**config.mk**
```make
export PLATFORM = sky130hd
export DESIGN_NAME = td4w_core_flat
export DESIGN_NICKNAME = d
export VERILOG_FILES = /design/src/rtl/td4w_imem_if.sv /design/src/rtl/td4w_core.sv /design/src/flat_wrapper.sv
export SDC_FILE = /design/constraint.sdc
export NUM_CORES = 1
export LEC_CHECK = 0
export CAP_MARGIN = 20
export CORE_UTILIZATION = 49
export CTS_CLUSTER_SIZE = 28
export DETAILED_ROUTE_END_ITERATION = 8
export HOLD_SLACK_MARGIN = 0.06
export PLACE_DENSITY = 0.75
export SLEW_MARGIN = 5
export SYNTH_ARGS = -nofsm -noshare
export SYNTH_HDL_FRONTEND = slang
export SYNTH_SLANG_ARGS = --single-unit
```
**constraint.sdc**
```tcl
create_clock -name clk -period 1.9 [get_ports clk]
set_input_delay 0.38 -clock clk [delete_from_list [all_inputs] [get_ports clk]]
set_output_delay 0.38 -clock clk [all_outputs]
set_load 0.005 [all_outputs]
```
**src/rtl/td4w_imem_if.sv**
```systemverilog
// Instruction-fetch handshake between td4w_core and program memory.
//   req   : fetch request, high only while the core waits for an instruction
//   addr  : fetch address (current instruction pointer)
//   rdata : instruction word, [DW+3:DW] opcode, [DW-1:0] immediate
//   valid : rdata valid; only looked at while req is high
interface td4w_imem_if #(
    parameter int unsigned DW = 4
);
    logic          req;
    logic [DW-1:0] addr;
    logic [DW+3:0] rdata;
    logic          valid;

    modport master (output req, addr, input rdata, valid);
    modport slave  (input req, addr, output rdata, valid);
endinterface

```
**src/rtl/td4w_core.sv**
```systemverilog
// TD4-compatible core with DW-bit data path, stallable fetch, synchronised
// GPI, GPO write strobe, ADD A,B and HALT.
//   clk, rst_n : clock, asynchronous active-low reset
//   imem       : fetch handshake (master side)
//   gpi        : asynchronous general input (two-flop synchronised)
//   gpo        : general output register
//   gpo_stb    : one-cycle pulse after each OUT
//   ip         : instruction pointer
//   halted     : high once HALT has executed, until reset
module td4w_core #(
    parameter int unsigned DW = 4
) (
    input  logic            clk,
    input  logic            rst_n,
    td4w_imem_if.master     imem,
    input  logic [DW-1:0]   gpi,
    output logic [DW-1:0]   gpo,
    output logic            gpo_stb,
    output logic [DW-1:0]   ip,
    output logic            halted
);
    localparam int unsigned IW = DW + 4;

    localparam logic [3:0] OP_ADD_AI = 4'b0000;
    localparam logic [3:0] OP_MOV_AB = 4'b0001;
    localparam logic [3:0] OP_IN_A   = 4'b0010;
    localparam logic [3:0] OP_MOV_AI = 4'b0011;
    localparam logic [3:0] OP_MOV_BA = 4'b0100;
    localparam logic [3:0] OP_ADD_BI = 4'b0101;
    localparam logic [3:0] OP_IN_B   = 4'b0110;
    localparam logic [3:0] OP_MOV_BI = 4'b0111;
    localparam logic [3:0] OP_OUT_B  = 4'b1001;
    localparam logic [3:0] OP_OUT_I  = 4'b1011;
    localparam logic [3:0] OP_HALT   = 4'b1100;
    localparam logic [3:0] OP_ADD_AB = 4'b1101;
    localparam logic [3:0] OP_JNC    = 4'b1110;
    localparam logic [3:0] OP_JMP    = 4'b1111;

    typedef enum logic [1:0] {S_IDLE, S_FETCH, S_EXEC, S_HALT} state_t;

    state_t        state_q, state_d;
    logic [IW-1:0] ir_q, ir_d;
    logic [DW-1:0] a_q, a_d, b_q, b_d, ip_q, ip_d, gpo_q, gpo_d;
    logic          c_q, c_d, stb_q, stb_d, halted_q, halted_d, req_q, req_d;
    logic [DW-1:0] gpi_m, gpi_s;
    logic [3:0]    opc;
    logic [DW-1:0] im;
    logic [DW:0]   sum;

    assign opc = ir_q[IW-1:DW];
    assign im  = ir_q[DW-1:0];

    // Next-state, datapath and output-register decode
    always_comb begin
        state_d = state_q;
        ir_d    = ir_q;
        a_d     = a_q;
        b_d     = b_q;
        c_d     = c_q;
        ip_d    = ip_q;
        gpo_d   = gpo_q;
        stb_d   = 1'b0;
        sum     = '0;
        case (state_q)
            S_IDLE:  state_d = S_FETCH;
            S_FETCH: begin
                if (imem.valid) begin
                    ir_d    = imem.rdata;
                    state_d = S_EXEC;
                end
            end
            S_EXEC: begin
                // Non-ADD instructions clear carry; HALT overrides below
                state_d = S_FETCH;
                ip_d    = ip_q + DW'(1);
                c_d     = 1'b0;
                case (opc)
                    OP_ADD_AI: begin
                        sum = {1'b0, a_q} + {1'b0, im};
                        {c_d, a_d} = sum;
                    end
                    OP_ADD_BI: begin
                        sum = {1'b0, b_q} + {1'b0, im};
                        {c_d, b_d} = sum;
                    end
                    OP_ADD_AB: begin
                        sum = {1'b0, a_q} + {1'b0, b_q};
                        {c_d, a_d} = sum;
                    end
                    OP_MOV_AI: a_d = im;
                    OP_MOV_BI: b_d = im;
                    OP_MOV_AB: a_d = b_q;
                    OP_MOV_BA: b_d = a_q;
                    OP_IN_A:   a_d = gpi_s;
                    OP_IN_B:   b_d = gpi_s;
                    OP_OUT_B: begin
                        gpo_d = b_q;
                        stb_d = 1'b1;
                    end
                    OP_OUT_I: begin
                        gpo_d = im;
                        stb_d = 1'b1;
                    end
                    OP_JMP:    ip_d = im;
                    OP_JNC:    if (!c_q) ip_d = im;
                    OP_HALT: begin
                        state_d = S_HALT;
                        ip_d    = ip_q;
                        c_d     = c_q;
                    end
                    default: ;
                endcase
            end
            S_HALT:  state_d = S_HALT;
            default: state_d = S_IDLE;
        endcase
        req_d    = (state_d == S_FETCH);
        halted_d = (state_d == S_HALT);
    end

    // State and architectural registers
    always_ff @(posedge clk or negedge rst_n) begin
        if (!rst_n) begin
            state_q  <= S_IDLE;
            ir_q     <= '0;
            a_q      <= '0;
            b_q      <= '0;
            c_q      <= 1'b0;
            ip_q     <= '0;
            gpo_q    <= '0;
            stb_q    <= 1'b0;
            halted_q <= 1'b0;
            req_q    <= 1'b0;
        end else begin
            state_q  <= state_d;
            ir_q     <= ir_d;
            a_q      <= a_d;
            b_q      <= b_d;
            c_q      <= c_d;
            ip_q     <= ip_d;
            gpo_q    <= gpo_d;
            stb_q    <= stb_d;
            halted_q <= halted_d;
            req_q    <= req_d;
        end
    end

    // GPI synchroniser, runs in every state
    always_ff @(posedge clk or negedge rst_n) begin
        if (!rst_n) begin
            gpi_m <= '0;
            gpi_s <= '0;
        end else begin
            gpi_m <= gpi;
            gpi_s <= gpi_m;
        end
    end

    assign imem.req  = req_q;
    assign imem.addr = ip_q;
    assign gpo       = gpo_q;
    assign gpo_stb   = stb_q;
    assign ip        = ip_q;
    assign halted    = halted_q;
endmodule

```
**src/flat_wrapper.sv**
```systemverilog
// flat-port wrapper written by rule: the top's interface ports become plain ports
module td4w_core_flat 
#(
    parameter int unsigned DW = 4
)
  (clk, rst_n, gpi, gpo, gpo_stb, ip, halted, imem_req, imem_addr, imem_rdata, imem_valid);
  td4w_imem_if #(.DW(DW)) imem_i ();
  input  logic clk;
  input  logic rst_n;
  input  logic [DW-1:0] gpi;
  output logic [DW-1:0] gpo;
  output logic gpo_stb;
  output logic [DW-1:0] ip;
  output logic halted;
  output wire logic [$bits(imem_i.req)-1:0] imem_req;
  output wire logic [$bits(imem_i.addr)-1:0] imem_addr;
  input wire logic [$bits(imem_i.rdata)-1:0] imem_rdata;
  input wire logic [$bits(imem_i.valid)-1:0] imem_valid;
  assign imem_req = imem_i.req;
  assign imem_addr = imem_i.addr;
  assign imem_i.rdata = imem_rdata;
  assign imem_i.valid = imem_valid;
  td4w_core #(.DW(DW)) u_core (.clk(clk), .rst_n(rst_n), .imem(imem_i), .gpi(gpi), .gpo(gpo), .gpo_stb(gpo_stb), .ip(ip), .halted(halted));
endmodule
```
Word level (Yosys, flattened, before mapping):

Index checks and enable logic that the tools add are counted.

* mux-type cells: 11
* bitwise gates (word level): 1
* equality and inequality tests: 18
* reductions and logical operators: 11
* add/sub/neg operators: 4

Operator list (number)
* 4-bit == test, second input constant: 6
* 4-bit one-hot mux with 5 select lines: 1
* 4-bit by 3-bit == test with 1-bit output, second input constant: 4
* 4-bit one-hot mux with 4 select lines: 1
* 4-bit by 4-bit adder with 5-bit output: 3
* 4-bit one-hot mux with 3 select lines: 1
* 2-bit AND reduction: 5
* 4-bit by 2-bit == test with 1-bit output, second input constant: 2
* 2-bit one-hot mux with 4 select lines: 1
* 4-bit one-hot mux with 2 select lines: 1
* 2-bit == test, second input constant: 3
* 5-bit nonzero test: 1
* 4-bit by 1-bit adder with 4-bit output, second input constant: 1
* 2-bit by 1-bit == test with 1-bit output, second input constant: 2
* 4-bit by 1-bit == test with 1-bit output, second input constant: 1
* 4-bit zero test: 1
* 2-bit two-way mux: 2
* 4-bit two-way mux: 1
* 1-bit one-hot mux with 4 select lines: 1
* 4-bit nonzero test: 1
* 2-bit zero test: 1
* 1-bit two-way mux: 2
* 2-bit nonzero test: 1
* 2-bit OR reduction: 1
* 1-bit NOT: 1

* output and inout port bits: 15
* word-level logic and storage cells: 57
* register bits: 38

Longest topological paths before layout:

* word-level depth: 4
* depth in mapped cells: 7
* gate-level depth less buffers: 7

Worst setup path after synthesis:

OpenSTA, ideal clock, no wires.

* path type: register to register
* start point: register u_core.ir_q[0]
* end point: register u_core.b_q[1]
* arrival: 1681 ps
* slack: 90 ps
* library setup time: 129 ps
* required time: 1771 ps
* clock period less this slack: 1810 ps
* cell stages (with the launch flop): 8
* cell sequence: dfrtp_1 -> ha_1 -> inv_1 -> fa_1 -> inv_1 -> mux4_2 -> nand2_1 -> o21ai_0

* word-level cells in the longest chain between the ends: 2

RTL lines
* start: declaration: RTL line td4w_core.sv:42 `logic [IW-1:0] ir_q, ir_d;`
* start signal: assignment: RTL line td4w_core.sv:136 `ir_q <= ir_d;`
* 4-bit by 4-bit adder with 5-bit output: RTL line td4w_core.sv:83 `sum = {1'b0, b_q} + {1'b0, im};`
* 4-bit one-hot mux with 4 select lines: RTL line td4w_core.sv:77 `case (opc)`
* end signal: assignment: RTL line td4w_core.sv:127 `b_q <= '0;`
* end signal: assignment: RTL line td4w_core.sv:138 `b_q <= b_d;`
* end: declaration: RTL line td4w_core.sv:43 `logic [DW-1:0] a_q, a_d, b_q, b_d, ip_q, ip_d, gpo_q, gpo_d;`

Every way passes these cells.
A chain may end at the register's enable or synchronous reset.

Final worst setup path:

* start point: register u_core.b_q[0]
* end point: register u_core.b_q[1]

* word-level cells in the longest chain between the ends: 2

RTL lines (RTL line)
* 4-bit by 4-bit adder with 5-bit output: td4w_core.sv:83
* 4-bit one-hot mux with 4 select lines: td4w_core.sv:77

Every way passes these cells.

==> flow_summary.yaml <==
floorplanning:
  die_area_um2: 4750
  die-height_um: 68.9
  ios: 30
  start_util: 0.529
  die_x_um: 68.9
  rows: 23
  fp.coreArea_um2: 4140
critical_path:
  slowest_delay_ns: 0.47
  rr_endpoint: "u_core.b_q[1]$_DFFE_PN0P_"
  crit_chain: "ha_2 -> inv_2 -> fa_1 -> inv_1 -> mux4_2 -> nand2_1 -> o21ai_1"
  worstPathRequired_ns: 2.08
  reg2reg_from: "u_core.b_q[0]$_DFFE_PN0P_"
  cp_num_cells: 7
  crit_slowest_cell: "fa_1"
  endpoint_kind: "register"
  cp_max_fo: 4
  rr_worst_depth: 7
  crit_end: "u_core.b_q[1]$_DFFE_PN0P_"
  critical_path_class: "reg2reg"
  cp_top_family: "adder cells"
  ff2ff_setup_slack_ns: 0.02
  arrival_ns: 2.07
  cp-start-kind: "register"
  startpoint: "u_core.b_q[0]$_DFFE_PN0P_"
  worst-path-buf-inv: 2
synth:
  synth.area.mux_share: 0.115
  synthTopCellsByArea: "dfrtp_1, ha_1, mux2_2, mux2i_1, o21ai_0"
  syn_area_um2: 2190
  synthArstFlopShare: 1.00
  seq_area_frac_synth: 0.434
  synth.top_cell.area_share: 0.434
  synth-compound-area-share: 0.155
  yosysWarnings: 0
  synthAdderAreaFrac: 0.102
  synth-xor-area-share: 0.0120
  synthTopCellsByCount: "dfrtp_1, nand2_1, o21ai_0"
  synth_top_family_by_area: "compound AO/OA/AOI/OAI gates"
  syn_nets: 239
  synthFlopType: "dfrtp_1"
  netlist_instances: 208
  yosysMostFrequentCell: "dfrtp_1"
  synth_edf_count: 0
  synth-simple-area-share: 0.127
  yosysTopAreaCell: "dfrtp_1"
  syn_area_per_cell_um2: 10.5
  ys_ff_latch: 38
  synth_cell_types: 51
power_and_ir_drop:
  p_per_area_nw_per_um2: 530
  ir_drop_uv: 441
  p_int_mw: 1.14
  swShare: 0.218
  power.switching_mw: 0.316
  clkPwrFrac: 0.402
  comb_power_share: 0.032
  p_seq_frac: 0.566
  cellLeakagePower_nw: 1.23
cts:
  cts_sinks: 38
  cts_tree: "built"
  hold_buffers: 0
  htree_levels: 2
  cts_buffers: 5
  clock-root-buffer: "clkbuf_8"
  insertion_delay_ns: 0.30
  path_clk_slew_ns: 0.08
  clk_path_buf_depth: 2
place:
  dp.final_hpwl_um: 3540
  placed_area_um2: 2600
  routabilityCongestion: 0.898
  port_buffers: 29
  pre_cts_ws_ns: 0.0168
final_layout:
  n_fill_cell: 337
  register_area_um2: 951
  syn2layout_area_growth_pct: 24.8
  multi_input_area_um2: 1130
  nNetsFinal: 283
  drive_gt1_frac: 0.194
  fin_area_um2: 2740
  n_antenna_cell: 0
route:
  firstDrtPassIters: 4
  vias_per_cell: 5.69
  drc: 0
  drt-wirelength-per-cell_um: 16.3
  wirelength_um: 4930
  drtAntennaViolNets: 0
  drtIter0Drc: 99
  vias: 1723
sta:
  max_freq_mhz: 532
  final.period_utilization: 0.990
  clock_skew_ns: 0.0112
  hold_violations: 0
  min_period_ns: 1.88
  fin_ws_ns: 0.0193
  rsz0062_at_grt: "yes"
  slew_viol_final: 0
  tightest_slew_ns: 0.533
  finalSetupViolations: 0
  slew_headroom: 0.645
global_routing:
  grt_max_degree: 39
  grt-ovfl-total: 0
  antenna_found_initial: 0
  grt_pass1_wl_um: 7820
  grt_pass1_vias: 1567
  track_usage: 0.235
job:
  cap_violations: 0
hold_path:
  worstHoldPathType: "in2async"
run_status:
  outcome: "finished clean"
## cell families after synthesis
logic type / count (synthesis)
mux: 21
fa+ha+maj: 16
xor+xnor: 3
flops: 38
compound gates: 51
buf+inv: 26
simple gates: 53
## worst min path at each step
stage	from	endpoint	slack, ns	cells after the start
after floorplan	rst_n	u_core.a_q[0]$_DFFE_PN0P_	0.08	0
after detailed placement	u_core.gpi_m[2]$_DFF_PN0_	u_core.gpi_s[2]$_DFF_PN0_	0.34	0
final	rst_n	u_core.gpo_stb$_DFF_PN0_	0.11	2
after global placement	u_core.gpi_m[1]$_DFF_PN0_	u_core.gpi_s[1]$_DFF_PN0_	0.33	0
after CTS	rst_n	u_core.gpo_stb$_DFF_PN0_	0.15	2
after global routing	rst_n	u_core.gpo[1]$_DFFE_PN0P_	0.18	2
## through the flow
stage	setup TNS (ns)	hold WS (ns)	cells	power (mW)	util
finish	0	0.111	303	1.45	0.660
global route	-0.101	0.176	303	1.50	0.660
CTS	0	0.146	299	1.47	0.651
detailed placement	0	0.336	291	0.885	0.628
global placement	0	0.332	291	0.884	0.628
floorplan	0	0.0844	208	0.838	-
## flip-flops by register name, summed over array words and instances, names as in the netlist
signal,cells
u_core.a_q,4
u_core.b_q,4
u_core.c_q,1
u_core.gpi_m,4
u_core.gpi_s,4
u_core.gpo,4
u_core.gpo_stb,1
u_core.halted,1
u_core.imem.addr,4
u_core.imem.req,1
u_core.ir_q,8
u_core.state_q,2
## power by group through the flow
stage | registers (mW) | logic (mW) | clock network, mW
6_report | 0.821 | 0.0467 | 0.583
3_5_place_dp | 0.836 | 0.0490 | 0
5_1_grt | 0.821 | 0.0529 | 0.629
2_1_floorplan | 0.835 | 0.00283 | 0
4_1_cts | 0.820 | 0.0490 | 0.601
3_3_place_gp | 0.836 | 0.0479 | 0
## timing repair
| action | 4_1_cts | 5_1_grt |
|---|---|---|
| buffers inserted | 0 | 4 |
| resized for setup | 0 | 5 |
| setup endpoints to repair | 0 | 3 |
## placed cells by master (no fill, tap or decap), drive strengths merged, types with 3 or more instances in the layout
master,instances
a211oi,4
a21oi,6
and3,3
buf,21
clkbuf,6
clkdlybuf4s50,28
dfrtp,38
fa,3
ha,13
inv,14
mux2,10
mux2i,9
nand2,18
nand3,7
nor2,6
nor2b,5
o21ai,16
o22ai,6
o31ai,3
## metal layers
metal  part of all wire  wire, um  track usage  vias to the layer above
li1                   -         -            -                      836
met1               0.45      2220        0.319                      825
met2               0.48      2360        0.375                       55
met3              0.055       269       0.0493                        7
met4              0.016        80       0.0714                        0
met5                  0         0            0                        -
## cell type report
cell class	instances	share of cell area
multi-input combinational	144	0.412
clock buffer	6	0.0302
sequential	38	0.348
timing repair buffer	49	0.164
inverter	14	0.0192
clock inverter	2	0.00457
tap	50	0.0229
No activity file was read; power rests on OpenSTA's default activity.
